<file path="src/rtl/spike_detector.sv">
// Spike detector: rectifies filtered samples, qualifies threshold crossings,
// reports peak magnitude and a saturating event count, then blanks for a refractory window.
module spike_detector #(
  parameter int DATA_W    = 32,
  parameter int CNT_W     = 16,
  parameter int MIN_ABOVE = 2,
  parameter int MAX_WIDTH = 64,
  parameter int REFRACT   = 40
) (
  input  logic                     clk,
  input  logic                     rst,
  input  logic                     en,
  input  logic signed [DATA_W-1:0] x_in,
  input  logic        [DATA_W-1:0] thresh,
  input  logic                     clear_cnt,
  output logic                     spike,
  output logic        [DATA_W-1:0] spike_peak,
  output logic        [CNT_W-1:0]  spike_cnt,
  output logic                     busy
);

  localparam int RUN_W = 4;
  localparam int WID_W = $clog2(MAX_WIDTH + 1);
  localparam int REF_W = $clog2(REFRACT + 1);
  localparam logic [DATA_W-1:0] MOST_NEG = {1'b1, {(DATA_W-1){1'b0}}};
  localparam logic [DATA_W-1:0] MOST_POS = {1'b0, {(DATA_W-1){1'b1}}};
  localparam logic [CNT_W-1:0]  CNT_MAX  = {CNT_W{1'b1}};

  typedef enum logic [1:0] {IDLE, ARMED, PEAK, REFR} state_t;

  state_t             state, state_n;
  logic [DATA_W-1:0]  abs_c, abs_r, peak_r, peak_n;
  logic               v_r, above, end_spike;
  logic [RUN_W-1:0]   run, run_n;
  logic [WID_W-1:0]   width, width_n;
  logic [REF_W-1:0]   refr, refr_n;
  logic [CNT_W-1:0]   cnt_base, cnt_n;

  // Most-negative input has no positive twin, so clamp it.
  always_comb begin
    abs_c = x_in;
    if (x_in[DATA_W-1])
      abs_c = (x_in == MOST_NEG) ? MOST_POS : (~x_in + 1'b1);
  end

  always_ff @(posedge clk or posedge rst) begin
    if (rst) begin
      abs_r <= '0;
      v_r   <= 1'b0;
    end else begin
      v_r <= en;
      if (en) abs_r <= abs_c;
    end
  end

  assign above = (abs_r > thresh);

  always_comb begin
    state_n   = state;
    run_n     = run;
    width_n   = width;
    peak_n    = peak_r;
    refr_n    = refr;
    end_spike = 1'b0;
    if (v_r) begin
      case (state)
        IDLE: begin
          if (above) begin
            run_n  = RUN_W'(1);
            peak_n = abs_r;
            if (MIN_ABOVE == 1) begin
              state_n = PEAK;
              width_n = WID_W'(1);
            end else begin
              state_n = ARMED;
            end
          end
        end
        ARMED: begin
          if (above) begin
            run_n  = run + 1'b1;
            peak_n = (abs_r > peak_r) ? abs_r : peak_r;
            if (run_n == RUN_W'(MIN_ABOVE)) begin
              state_n = PEAK;
              width_n = WID_W'(run_n);
            end
          end else begin
            state_n = IDLE;
            run_n   = '0;
            peak_n  = '0;
          end
        end
        PEAK: begin
          if (above) begin
            peak_n  = (abs_r > peak_r) ? abs_r : peak_r;
            width_n = width + 1'b1;
            if (width_n == WID_W'(MAX_WIDTH)) end_spike = 1'b1;
          end else begin
            end_spike = 1'b1;
          end
          if (end_spike) begin
            state_n = REFR;
            refr_n  = REF_W'(REFRACT);
            run_n   = '0;
          end
        end
        REFR: begin
          refr_n = refr - 1'b1;
          if (refr == REF_W'(1)) state_n = IDLE;
        end
        default: state_n = IDLE;
      endcase
    end
  end

  // Clear is applied before the increment so a coincident event counts as one.
  always_comb begin
    cnt_base = clear_cnt ? '0 : spike_cnt;
    cnt_n    = cnt_base;
    if (end_spike && cnt_base != CNT_MAX) cnt_n = cnt_base + 1'b1;
  end

  always_ff @(posedge clk or posedge rst) begin
    if (rst) begin
      state      <= IDLE;
      run        <= '0;
      width      <= '0;
      peak_r     <= '0;
      refr       <= '0;
      spike      <= 1'b0;
      spike_peak <= '0;
      spike_cnt  <= '0;
      busy       <= 1'b0;
    end else begin
      state     <= state_n;
      run       <= run_n;
      width     <= width_n;
      peak_r    <= peak_n;
      refr      <= refr_n;
      spike     <= end_spike;
      spike_cnt <= cnt_n;
      busy      <= (state_n == PEAK) || (state_n == REFR);
      if (end_spike) spike_peak <= peak_n;
    end
  end

endmodule

</file>
<file path="config.mk">
export PLATFORM = sky130hd
export DESIGN_NAME = spike_detector
export DESIGN_NICKNAME = d
export VERILOG_FILES = /design/src/rtl/spike_detector.sv
export SDC_FILE = /design/constraint.sdc
export NUM_CORES = 1
export LEC_CHECK = 0
export BUFFER_PORTS_ARGS = -buffer_cell sky130_fd_sc_hd__clkbuf_2
export CAP_MARGIN = 10
export CORE_MARGIN = 2
export CORE_UTILIZATION = 47
export DETAILED_ROUTE_END_ITERATION = 16
export PLACE_DENSITY = 0.81
export SYNTH_ARGS = -nofsm -noshare
export SYNTH_HDL_FRONTEND = slang
export SYNTH_SLANG_ARGS = --single-unit
</file>
<file path="constraint.sdc">
create_clock -name clk -period 4.2 [get_ports clk]
set_input_delay 0.84 -clock clk [delete_from_list [all_inputs] [get_ports clk]]
set_output_delay 0.84 -clock clk [all_outputs]
set_load 0.05 [all_outputs]
</file>
==> results.md, run 1 <==
- Status: finished clean
- DRT antenna net count: 0
- Drt first pass iters: 6
- Hold Violations, Final: 0
- Max Cap Viol: 0
- Final wirelength: approximately 21 mm
- Crit end category: register
- Synth Warn #: 0
- Critical path arrival: ~3.6 ns
- Sequential share of the synthesized area: 0.400
- Final Setup Violations: 0
- CTS clk-pin slew, worst paths: 0.06 ns
- FF+latch count, synth: 134
- Largest net degree at the start of global routing: between 50 and 60
- Initial DRC Count: between 500 and 600
- Dpl hpwl: 15.4 mm
- Vias/cell: between 5 and 6
- Post-Synthesis Cells: slightly above 900
- RSZ-0062 raised after global routing: no
- Number of global-route vias before repair: around 7,100
- LEAKAGE: 0.00459 uW
- CTS Buf Count: 17
- DRC: 0
- Max VDD drop: around 0.43 mV
- Initial antenna violation count: 0
- Core area: between 15,000 and 20,000 um^2
- Synthesized cell area: 8380 um^2
- Antenna cells: 0
- Clock Sink Count: between 100 and 150
- Tmin final: ~3.3 ns
- Clock Power Share: 0.285
- Total power: 5370 uW
- Cts repair resizes: 0
- Sum of negative setup slack: 0 ns
- Max Buffers Root-to-Sink: 2
- Hold_buf cts: 0
- Post-synth top flop: dfrtp_1
- Clock Root Buffer: clkbuf_16
- Number of synthesized flops with an enable pin: 0
- Pwr Density: around 550 nW/um^2
- GPL Wtd Cong: 0.902
- Slew @ Worst Pin: 1.05 ns
- Crit path cell chain: clkbuf_2, inv_1, ha_1, nand4_1, nor4_4, and2b_1, a21oi_2, or4_1, buf_4, a21oi_1, o31ai_1
- Sequential power share: 0.347
- Area grow syn2layout: 17.0%
- H-tree lvl count: 4
- Layout cell share with drive strength beyond 1: 0.200
- Sw power: 2200 uW
- Die width: 138 um
- Post-Syn Area per Cell: between 9 and 10 um^2
- Wire per inst: approximately 17 um
- Placed Cells: approximately 1,200
- CP max FO: 15
- Die height: ~140 um
- Rows: 48
- Clk_lat worst skew: 0.43 ns
- First-pass GRT wire length: roughly 35 mm
- Initial core utilization: 0.483
- Nets@finish: ~1,200
- Slew HR: 0.297
- Num ports: 118
- Hold Worst Slack: 0.482 ns
- Non-Filler Instances: approximately 1,300
- Period utilization: 0.775
- Setup repair bufs after CTS: 0
- Tot GR Track Use: 0.237
- Yosys cell types: 73
- Largest stage delay, worst path: 0.58 ns
- Die footprint: 18,900 um^2
- CTS tree: done
- Fraction of registers with async set/reset: 1.00
- Startpoint types: input port
- Final Max Tran Viols: 0
- Net Sw Frac: 0.409
- Required time of the worst setup path: between 4 and 5 ns
- Slowest-stage cell, CP: or4_1
- Comb power frac: 0.369
- Port Buf Inserts: approximately 120
- Gr ovfl total: 0
- Post-Syn Nets: roughly 1,100
- P_int: between 3000 and 4000 uW
- Final setup skew: approximately 0.0090 ns
- Hold crit path type: reg -> reg
- WS Path Type: in -> reg
- Max Fclk: a little over 300 MHz
- Via count: 7,208
==> layer usage <==
layer | global-route usage | vias to the layer above | share of wire
met5 | 0 | - | 0
met4 | 0.0842 | 0 | 0.021
met3 | 0.0629 | 41 | 0.064
met2 | 0.387 | 238 | 0.48
met1 | 0.305 | 3442 | 0.44
li1 | - | 3487 | -
==> final timing paths <==
check	slack [ns]	from	end	depth (start not counted)
hold reg to reg	0.48	spike_peak[6]	spike_peak[6]	2
setup / recovery	0.95	thresh[27]	spike_peak[7]	11
max in group asynchronous	2.71	rst	abs_r[23]	3
min in group asynchronous	0.63	rst	spike_cnt[11]	2
setup reg to reg	0.98	abs_r[27]	spike_peak[7]	9
hold / removal	0.48	spike_peak[6]	spike_peak[6]	2
==> Yosys cell counts (7+ instances only) <==
cell      number  area (um^2)
dfrtp_1      134         3350
a21oi_1       80          400
inv_1         80          300
nor2_1        79          297
ha_1          76          951
nand2_1       75          282
xor2_1        42          368
o31ai_1       41          308
nor3_1        37          185
o21ai_0       28          140
clkbuf_1      22         82.6
nand4_1       22          138
a31oi_1       20          125
a21oi_2       17          149
nand3_1       15         75.1
nor2b_1       11         68.8
and3_1         7         43.8
buf_2          7         35.0
nand2b_1       7         43.8
==> cells by family after synthesis <==
kind of cell               after synthesis  share of synthesized area
DFF                                    134                      0.400
xor gates and xnor gates                48                     0.0501
and+or+nand+nor                        300                      0.186
buffers and inverters                  119                     0.0607
muxes                                    8                     0.0101
AOI/OAI and AO/OA                      229                      0.179
adders and majority gates               76                      0.113
==> worst max-delay path: cells and delay by family <==
family / cells / cell delay, ns
buffers and inverters: 3 / 0.35
AND/OR/NAND/NOR: 4 / 1.57
AO/OA/AOI/OAI: 3 / 0.48
adder cells (fa/ha/maj): 1 / 0.31
==> power by group through the flow <==
stage                     registers (uW)  clock network [uW]  logic, uW
after floorplan                     2180                   0       1080
after global placement              1860                   0       1900
after detailed placement            1870                   0       1970
after CTS                           1860                1540       1980
after global routing                1900                1610       2200
final                               1860                1530       1980
==> sequential cells by signal (all words and copies together), names as in the netlist <==
signal,cells
abs_r,32
peak_r,32
spike_peak,32
spike_cnt,16
width,7
refr,6
run,4
state,2
busy,1
spike,1
v_r,1
==> placed cells by master, fill, tap and decap left out, types with 4 or more instances in the layout <==
cell type,synthesis,routed
a21o_1,4,4
nor3_1,37,37
and2_1,6,6
dfrtp_1,134,134
ha_1,76,76
mux2i_1,4,4
xnor2_1,6,6
clkinvlp_4,0,7
inv_1,80,79
a31oi_1,20,20
nand3_1,15,15
clkbuf_16,0,17
and3_1,7,7
clkbuf_2,0,117
a21oi_2,17,17
or4_1,5,5
nor2b_1,11,11
nor2_1,79,79
nand2_1,75,75
a22oi_1,5,5
o31ai_1,41,41
nand4_1,22,22
o21ai_0,28,28
buf_4,1,14
xor2_1,42,42
nand2b_1,7,7
a21oi_1,80,80
==> metrics by stage <==
step / util / setup WS (ns) / instance area [um^2]
2_1_floorplan: - / 0.979 / 8390
3_3_place_gp: 0.530 / 0.650 / 9200
3_5_place_dp: 0.530 / 0.572 / 9200
4_1_cts: 0.565 / 0.989 / 9810
5_1_grt: 0.565 / 0.763 / 9810
6_report: 0.565 / 0.946 / 9810
==> cell type report <==
class                   instances  area, um^2
fillers                      1485        7550
multi-input cells             661        4540
flip-flops and latches        134        3350
repair buffers                132         711
clock buffers                  17         425
inverters                      81         313
well taps                     225         282
clock inverters                15         180
No activity file was read; power rests on OpenSTA's default activity.
==> run 2, diff against run 1 <==
==> constraint.sdc (replaced) <==
create_clock -name clk -period 2.8 [get_ports clk]
set_input_delay 0.56 -clock clk [delete_from_list [all_inputs] [get_ports clk]]
set_output_delay 0.56 -clock clk [all_outputs]
set_load 0.05 [all_outputs]
==> results.md, run 2 (synthesis gave the netlist of run 1 again) <==
- Drt first pass iters: 6 (unchanged)
- GPL Wtd Cong: 0.911 (+1.1%)
- Crit path cell chain: buf_4, ha_1, and4_1, nor4bb_1, nor2b_2, a211oi_2, or4_4, clkbuf_16, a21oi_4, o31ai_1
- Status: finished with violations
- Tot GR Track Use: 0.261 (+0.0232)
- Buffers plus inverters on the worst setup path: 2 (-1)
- Total power: 9870 uW (+84%)
- Rows: 48 (unchanged)
- Non-Filler Instances: 1,389 (+9.8%)
- CTS tree: done
- Num ports: 118 (unchanged)
- Dpl ws: -0.392 ns (-0.964 ns)
- LEAKAGE: 0.00551 uW (+20%)
- Core area: 17,400 um^2 (unchanged)
- Pwr Density: 813 nW/um^2 (+48%)
- Die width: 138 um (unchanged)
- Final setup skew: 0.0137 ns (+0.00471 ns)
- Required time of the worst setup path: 3.11 ns (-1.39 ns)
- Placed Cells: 1,316 (+6.7%)
- Hold Violations, Final: 0 (unchanged)
- Slew @ Worst Pin: 0.799 ns (-0.253 ns)
- WS Path Type: reg -> reg
- Largest stage delay, worst path: 0.53 ns (-0.05 ns)
- First-pass GRT wire length: 38.2 mm (+9.4%)
- CP max FO: 8 (-7)
- H-tree lvl count: 4 (unchanged)
- Critical path arrival: 3.46 ns (-0.09 ns)
- Vias/cell: 6.25 (+9.6%)
- Nets@finish: 1,294 (+11%)
- Worst path top cell family by delay: simple AND/OR/NAND/NOR gates
- Top flop regs: abs_r (32), peak_r (32), spike_peak (32)
- DRT antenna net count: 0 (unchanged)
- CTS Buf Count: 17 (unchanged)
- Slew HR: 0.466 (+0.169)
- Commonest non-fill, non-tap cells in the layout: dfrtp_1 (123), clkbuf_2 (117), buf_4 (108)
- Area grow syn2layout: 44.8%
- Number of global-route vias before repair: 7,868 (+10%)
- Final wirelength: 30.4 mm (+43%)
- Via count: 8,676 (+20%)
- DRC: 0 (unchanged)
- Max Fclk: 317 MHz
- Period utilization: 1.13
- Initial DRC Count: 850 (+47%)
- Dpl hpwl: 16.2 mm (+5.2%)
- Clk_lat worst skew: 0.44 ns (about the same)
- Placed Instance Area: 9930 um^2 (+7.9%)
- Max Cap Viol: 0 (unchanged)
- Gr ovfl total: 0 (unchanged)
- Layout cell share with drive strength beyond 1: 0.418 (+0.218)
- Crit end category: register
- RSZ-0062 raised after global routing: yes
- Clock Root Buffer: clkbuf_16
- Hold_buf cts: 0 (unchanged)
- Final Setup Violations: 93 (+93)
- Final WS setup: -0.350 ns (-1.30 ns)
- Largest net degree at the start of global routing: 49 (-5.8%)
- Port Buf Inserts: 117 (unchanged)
- Initial core utilization: 0.483 (unchanged)
- Max Buffers Root-to-Sink: 2 (unchanged)
- Slowest-stage cell, CP: or4_4
- Die footprint: 18,900 um^2 (unchanged)
- Startpoint types: register
- Commonest non-fill, non-tap cell in the layout: dfrtp_1
- Tmin final: 3.15 ns
- Initial antenna violation count: 1 (+1)
- CTS clk-pin slew, worst paths: 0.06 ns (about the same)
- Die height: 138 um (unchanged)
- Finished Cell Area: 12,100 um^2 (+24%)
- Final Max Tran Viols: 0 (unchanged)
- Hold crit path type: in -> async
- Max VDD drop: 0.546 mV (+28%)
- Wire per inst: 21.9 um (+31%)
- Clock Sink Count: 134 (unchanged)
- Sum of negative setup slack: -19.49 ns (-19.49 ns)
- Failing checks: negative setup slack
run 2: cell count changes in the layout (fill, tap and decap cells not counted), sizes merged:
cell / previous run / this run
buf: 15 / 132
clkbuf: 134 / 144
clkinvlp: 7 / 3
inv: 81 / 79
bufinv: 3 / 4
clkinv: 5 / 6
diode: 0 / 1
run 2: worst paths after layout:
| path | start | end | slack [ns] | depth (start not counted) |
|---|---|---|---|---|
| max in group asynchronous | rst | abs_r[23] | 1.80 | 3 |
| max | abs_r[20] | spike_peak[7] | -0.35 | 10 |
| min | rst | spike_cnt[12] | 0.26 | 2 |
| max reg2reg | abs_r[20] | spike_peak[7] | -0.35 | 10 |
| min in group clk | x_in[30] | abs_r[30] | 0.43 | 3 |
| min reg2reg | spike_peak[22] | spike_peak[22] | 0.48 | 2 |
run 2: power by group:
part	internal [uW]	leakage (uW)	switching [uW]
Combinational	1690	0.00347	2790
Clock	1590	0.000315	910
Sequential	2400	0.00172	493
run 2: routing by layer:
| layer | GRT usage | vias up | wire, um |
|---|---|---|---|
| met3 | 0.0578 | 210 | 2340 |
| met4 | 0.0997 | 0 | 2440 |
| met2 | 0.458 | 577 | 14800 |
| met1 | 0.311 | 4151 | 10700 |
| li1 | - | 3738 | - |
| met5 | 0 | - | 0 |
run 2: layout make-up:
cell class	instances	area, um^2
Clock buffer	21	480
Sequential cell	134	3370
Timing Repair Buffer	255	1920
Tap cell	225	282
Inverter	81	313
Clock inverter	11	171
Multi-Input combinational cell	661	5610
Antenna cell	1	2.50
Fill cell	1089	5210
run 2: repair_timing:
action,CTS,global route
gates resized for setup,51,178
setup buffers,7,26
endpoints found under the setup margin,87,98
cloned,1,7
pin swaps,10,63
run 2: through the flow:
step           hold WS (ns)   util
2_1_floorplan         0.475      -
3_3_place_gp          0.467  0.572
3_5_place_dp          0.472  0.572
4_1_cts               0.281  0.626
5_1_grt               0.334  0.699
6_report              0.256  0.700
